$ cat src/rtl/vram_write_queue_pkg.sv
// vram_write_queue_pkg: shared state and entry types for the CPU-to-VRAM write queue
`ifndef VRAM_ADDR_WIDTH
`define VRAM_ADDR_WIDTH 12
`endif
package vram_write_queue_pkg;
  localparam int VRAM_ADDR_W = `VRAM_ADDR_WIDTH;
  typedef enum logic {IDLE, FILL} state_t;
  typedef struct packed {
    logic [VRAM_ADDR_W-1:0] addr;
    logic [7:0]             data;
  } entry_t;
endpackage

$ cat src/rtl/sync_fifo_showahead_m.sv
// sync_fifo_showahead_m: synchronous show-ahead FIFO, head visible combinationally
module sync_fifo_showahead_m #(
  parameter int WIDTH = 8,
  parameter int DEPTH = 16
) (
  input  logic                   clk,
  input  logic                   rst,
  input  logic                   push,
  input  logic                   pop,
  input  logic [WIDTH-1:0]       wdata,
  output logic [WIDTH-1:0]       rdata,
  output logic                   full,
  output logic                   empty,
  output logic [$clog2(DEPTH):0] count
);
  localparam int AW = $clog2(DEPTH);
  logic [WIDTH-1:0] mem [DEPTH];
  logic [AW-1:0] wr_ptr, rd_ptr;
  logic do_push, do_pop;
  assign do_push = push && !full;
  assign do_pop = pop && !empty;
  assign full = count == (AW+1)'(DEPTH);
  assign empty = count == '0;
  assign rdata = empty ? '0 : mem[rd_ptr];
  // storage is not reset; the head is masked to zero while empty
  always_ff @(posedge clk)
    if (do_push) mem[wr_ptr] <= wdata;
  // pointers wrap at DEPTH because DEPTH is a power of two
  always_ff @(posedge clk)
    if (rst) begin
      wr_ptr <= '0;
      rd_ptr <= '0;
      count <= '0;
    end else begin
      if (do_push) wr_ptr <= wr_ptr + 1'b1;
      if (do_pop) rd_ptr <= rd_ptr + 1'b1;
      count <= count + (AW+1)'(do_push) - (AW+1)'(do_pop);
    end
endmodule

$ cat src/rtl/vram_write_queue.sv
// vram_write_queue: buffers CPU byte writes and drains them onto the VRAM bus while writable; optional fill engine via VRAM_WRITE_QUEUE_FILL_EN
module vram_write_queue
  import vram_write_queue_pkg::*;
#(
  parameter int DEPTH = 16,
  parameter int ADDR_W = VRAM_ADDR_W
) (
  input  logic                   clk,
  input  logic                   rst,
  input  logic                   writable,
  input  logic                   cpu_valid,
  output logic                   cpu_ready,
  input  logic [ADDR_W-1:0]      cpu_address,
  input  logic [7:0]             cpu_data,
  output logic [ADDR_W-1:0]      address,
  output logic [7:0]             data,
  output logic                   write_enable,
  output logic [$clog2(DEPTH):0] pending,
  output logic                   idle
`ifdef VRAM_WRITE_QUEUE_FILL_EN
  ,
  input  logic                   fill_start,
  input  logic [ADDR_W-1:0]      fill_base,
  input  logic [ADDR_W:0]        fill_len,
  input  logic [7:0]             fill_value,
  output logic                   fill_busy
`endif
);
  typedef struct packed {
    logic [ADDR_W-1:0] addr;
    logic [7:0]        data;
  } slot_t;
  slot_t head, wr;
  logic empty, full, push, pop;
  state_t state;
  assign wr = '{addr: cpu_address, data: cpu_data};
  assign cpu_ready = !full;
  assign push = cpu_valid && cpu_ready;
  assign pop = !rst && writable && !empty && state == IDLE;
  assign idle = empty && state == IDLE;
  sync_fifo_showahead_m #(.WIDTH($bits(slot_t)), .DEPTH(DEPTH)) u_fifo (
    .clk(clk),
    .rst(rst),
    .push(push),
    .pop(pop),
    .wdata(wr),
    .rdata(head),
    .full(full),
    .empty(empty),
    .count(pending)
  );
`ifdef VRAM_WRITE_QUEUE_FILL_EN
  logic [ADDR_W-1:0] fill_cur;
  logic [ADDR_W:0]   fill_rem;
  logic [7:0]        fill_val;
  assign fill_busy = state == FILL;
  assign write_enable = !rst && writable && (fill_busy || !empty);
  assign address = fill_busy ? fill_cur : head.addr;
  assign data = fill_busy ? fill_val : head.data;
  // fill engine: starts only from idle, writes one byte per writable cycle
  always_ff @(posedge clk)
    if (rst) state <= IDLE;
    else if (state == IDLE) begin
      if (fill_start && empty && fill_len != '0) begin
        state <= FILL;
        fill_cur <= fill_base;
        fill_rem <= fill_len;
        fill_val <= fill_value;
      end
    end else if (writable) begin
      fill_cur <= fill_cur + 1'b1;
      fill_rem <= fill_rem - 1'b1;
      if (fill_rem == (ADDR_W+1)'(1)) state <= IDLE;
    end
`else
  assign state = IDLE;
  assign write_enable = !rst && writable && !empty;
  assign address = head.addr;
  assign data = head.data;
`endif
endmodule

$ cat config.mk
export PLATFORM = sky130hd
export DESIGN_NAME = vram_write_queue
export DESIGN_NICKNAME = d
export VERILOG_FILES = /design/src/rtl/vram_write_queue_pkg.sv /design/src/rtl/sync_fifo_showahead_m.sv /design/src/rtl/vram_write_queue.sv
export SDC_FILE = /design/constraint.sdc
export NUM_CORES = 1
export LEC_CHECK = 0
export BUFFER_PORTS_ARGS = -buffer_cell sky130_fd_sc_hd__buf_2
export CAP_MARGIN = 20
export CORE_MARGIN = 3
export CORE_UTILIZATION = 50
export DETAILED_ROUTE_END_ITERATION = 12
export GPL_TIMING_DRIVEN = 0
export PLACE_DENSITY = 0.7
export SLEW_MARGIN = 10
export SYNTH_ARGS = -nofsm -noshare
export SYNTH_HDL_FRONTEND = slang
export SYNTH_SLANG_ARGS = --single-unit
$ cat constraint.sdc
create_clock -name clk -period 3.88 [get_ports clk]
set_input_delay 0 -clock clk [delete_from_list [all_inputs] [get_ports clk]]
set_output_delay 0 -clock clk [all_outputs]
set_load 0.02 [all_outputs]
==> impl_metrics.ini <==
[run_status]
status = completed

[yosys]
ys_ff_latch = 337
yosys.area.top_type = edfxtp_1
ys_warn_count = 0
synthesis.nets = 678
ys_types = 34
synth_area_per_cell_um2 = 20.7
synth_top_area_share = 0.723
ys_top_cells_by_area = edfxtp_1 72%, mux4_2 11%, mux4_1 3.2%
synthesis.area_um2 = 13300
netlist_instances = 642
ys_seq_area_frac = 0.749

[sta]
period_share = 0.822
hold_violations = 0
slew_violations = 0
grt_setup_unrepaired = no
worst_slack_ns = 0.689
maxSlewHeadroom = 0.381
worst_slew_pin_slew_ns = 0.926
max_freq_mhz = 313
holdWs_ns = 0.429
setup_viol = 0
layout_min_cycle_time_ns = 3.19
skew_ns = 0.0103
fin_tns_setup_ns = 0

[cells_and_area]
diodes = 0
layout_commonest_cell = edfxtp_1
fillers = 1844
final_cell_area_um2 = 15600
layout.nets = 800
drive_gt1_frac = 0.317
syn2layout_area_growth_pct = 17.2
layout_common_cells = 320 x edfxtp_1, 68 x buf_2, 64 x mux4_2

[detailed_routing]
first_pass_iters = 5
wl_met1_um = 11700
drc_errors = 0
wl_met3_um = 1670
drt-wirelength-per-cell_um = 26.0
via_per_inst = 5.86
drt-total-wl_um = 29200
drt_iter0_markers = 723
drt.antenna.violating_nets = 0
wl_met2_um = 15200
routed-via-count = 6585
top_layer_used = met4

[worst_hold_path]
holdCritStartpoint = cpu_address[11]
hold_end = u_fifo.mem[15][19]
hold_path.class = input port to flip-flop
min_delay_path_depth = 2

[cts]
cts_buffers = 34
cts_tree = yes
clkSlewWorstSetupHoldPaths_ns = 0.06
ctsHtreeMaxLevel = 2
cts.path.max_buffers = 3
cts_resized = 0
cts.sinks = 337
clk_latency_ns = 0.50
root_buffer = clkbuf_16

[global_routing]
grt_pass1_vias = 7075
grt_usage = 0.209
grt_pass1_wl_um = 43700
antenna_found_initial = 0
grt_start_max_net_pins = 21
grt-ovfl-total = 0

[critical_path]
timing.rr.end = u_fifo.count[4]
critPathCaptureType = flip-flop
r2r_setup_slack_ns = 0.69
arrival_ns = 3.61
cp-start-kind = flip-flop
cp.required_ns = 4.30
r2r_cells = 14
worstPathMaxFanout = 7
worst-setup-path-type = flip-flop to flip-flop
r2r-start = u_fifo.count[2]

[floorplanning]
dieArea_um2 = 28600
placementRows = 59
die_x_um = 169
core_area_um2 = 26100
start_util = 0.510
ios = 52
die_h_um = 169

[place]
gp_congestion = 0.747
hpwl_um = 18000
port_buffers = 50
place_ws_ns = 0.676
dpl_cell_area_um2 = 14300

[flow_run]
maxCapViolCount = 0

[power]
ir_drop_mv = 0.405
finalPower_mw = 9.74
power_density_nw_per_um2 = 626
leakagePower_nw = 5.22
cells in the mapped netlist:
library cell / n
a21o_1: 1
a21oi_1: 5
and2_1: 1
and3_1: 2
buf_1: 1
buf_12: 2
buf_2: 18
buf_6: 3
clkbuf_1: 9
dfxtp_1: 17
edfxtp_1: 320
fa_1: 1
ha_1: 11
inv_1: 41
inv_2: 8
mux2_2: 20
mux2i_1: 1
mux4_1: 16
mux4_2: 64
nand2_1: 26
nand2b_1: 2
nand3_1: 6
nand3b_1: 1
nand4bb_1: 1
nor2_1: 27
nor2b_1: 2
nor3_1: 4
o21ai_0: 1
o221ai_1: 8
o221ai_2: 12
or3_1: 1
or4b_1: 1
xnor2_1: 3
xor2_1: 6
cell families (layout without fill, tap and decap cells):
group,count (synthesis),in the layout,synth area share
DFF,337,337,0.749
muxes,101,101,0.158
buffers and inverters,82,229,0.0290
and+or+nand+nor,74,74,0.0247
AOI/OAI and AO/OA,27,27,0.0217
adders and majority gates,12,12,0.0119
xor gates and xnor gates,9,9,0.00593
critical path: stages (launching register included):
cell,delay (ns)
dfxtp_1,0.32
inv_1,0.09
ha_1,0.18
or4b_1,0.44
buf_2,0.19
nand2_1,0.15
nor2_1,0.08
ha_1,0.31
inv_1,0.04
ha_1,0.20
fa_1,0.44
a21oi_1,0.15
nor2_1,0.06
or3_1,0.34
a21oi_1,0.14
registers in the layout, indices dropped and copies added, names as in the netlist, named ones only:
| name | cells |
|---|---|
| u_fifo.count | 5 |
| u_fifo.mem | 320 |
| u_fifo.rd_ptr | 4 |
| u_fifo.wr_ptr | 4 |
through the flow:
step / instances / utilization
floorplan: 642 / -
global placement: 1027 / 0.535
detailed placement: 1039 / 0.547
CTS: 1124 / 0.598
global route: 1124 / 0.598
finish: 1124 / 0.598
timing repair:
item	CTS	global route
endpoints found under the setup margin	0	0
buffers inserted	0	0
hold endpoints to repair	332	0
hold buffers	24	0
layout make-up:
| class | instances | area (µm²) | area share |
|---|---|---|---|
| flip-flops and latches | 337 | 9950 | 0.639 |
| clock buffers | 49 | 971 | 0.0623 |
| inverters | 49 | 184 | 0.0118 |
| multi-input cells | 223 | 3060 | 0.196 |
| repair buffers | 86 | 679 | 0.0436 |
| clock inverters | 12 | 109 | 0.00699 |
| plain buffers | 33 | 201 | 0.0129 |
| well taps | 335 | 419 | 0.0269 |
how the worst max path moves through the flow:
stage | start | end | slack, ns | cells after the start
after global routing | u_fifo.count[2] | u_fifo.count[4] | 0.46 | 14
after global placement | u_fifo.count[2] | u_fifo.mem[1][2] | -0.73 | 7
final | u_fifo.count[2] | u_fifo.count[4] | 0.69 | 14
after detailed placement | u_fifo.count[2] | u_fifo.count[4] | 0.68 | 14
after CTS | u_fifo.count[2] | u_fifo.count[4] | 0.66 | 14
after floorplan | u_fifo.count[2] | u_fifo.mem[0][0] | 0.52 | 7
routing by layer:
layer,track usage,vias to the layer above
met1,0.284,3467
li1,-,2834
met5,0,-
met4,0.0529,0
met3,0.0311,45
met2,0.360,239
report_power, final:
| part | total [mW] | switching (mW) | internal (mW) |
|---|---|---|---|
| Combinational | 2.39 | 1.36 | 1.04 |
| Sequential | 4.19 | 0.0637 | 4.13 |
| Clock | 3.16 | 1.28 | 1.88 |
Note: power is estimated with default switching activity, not from simulation.
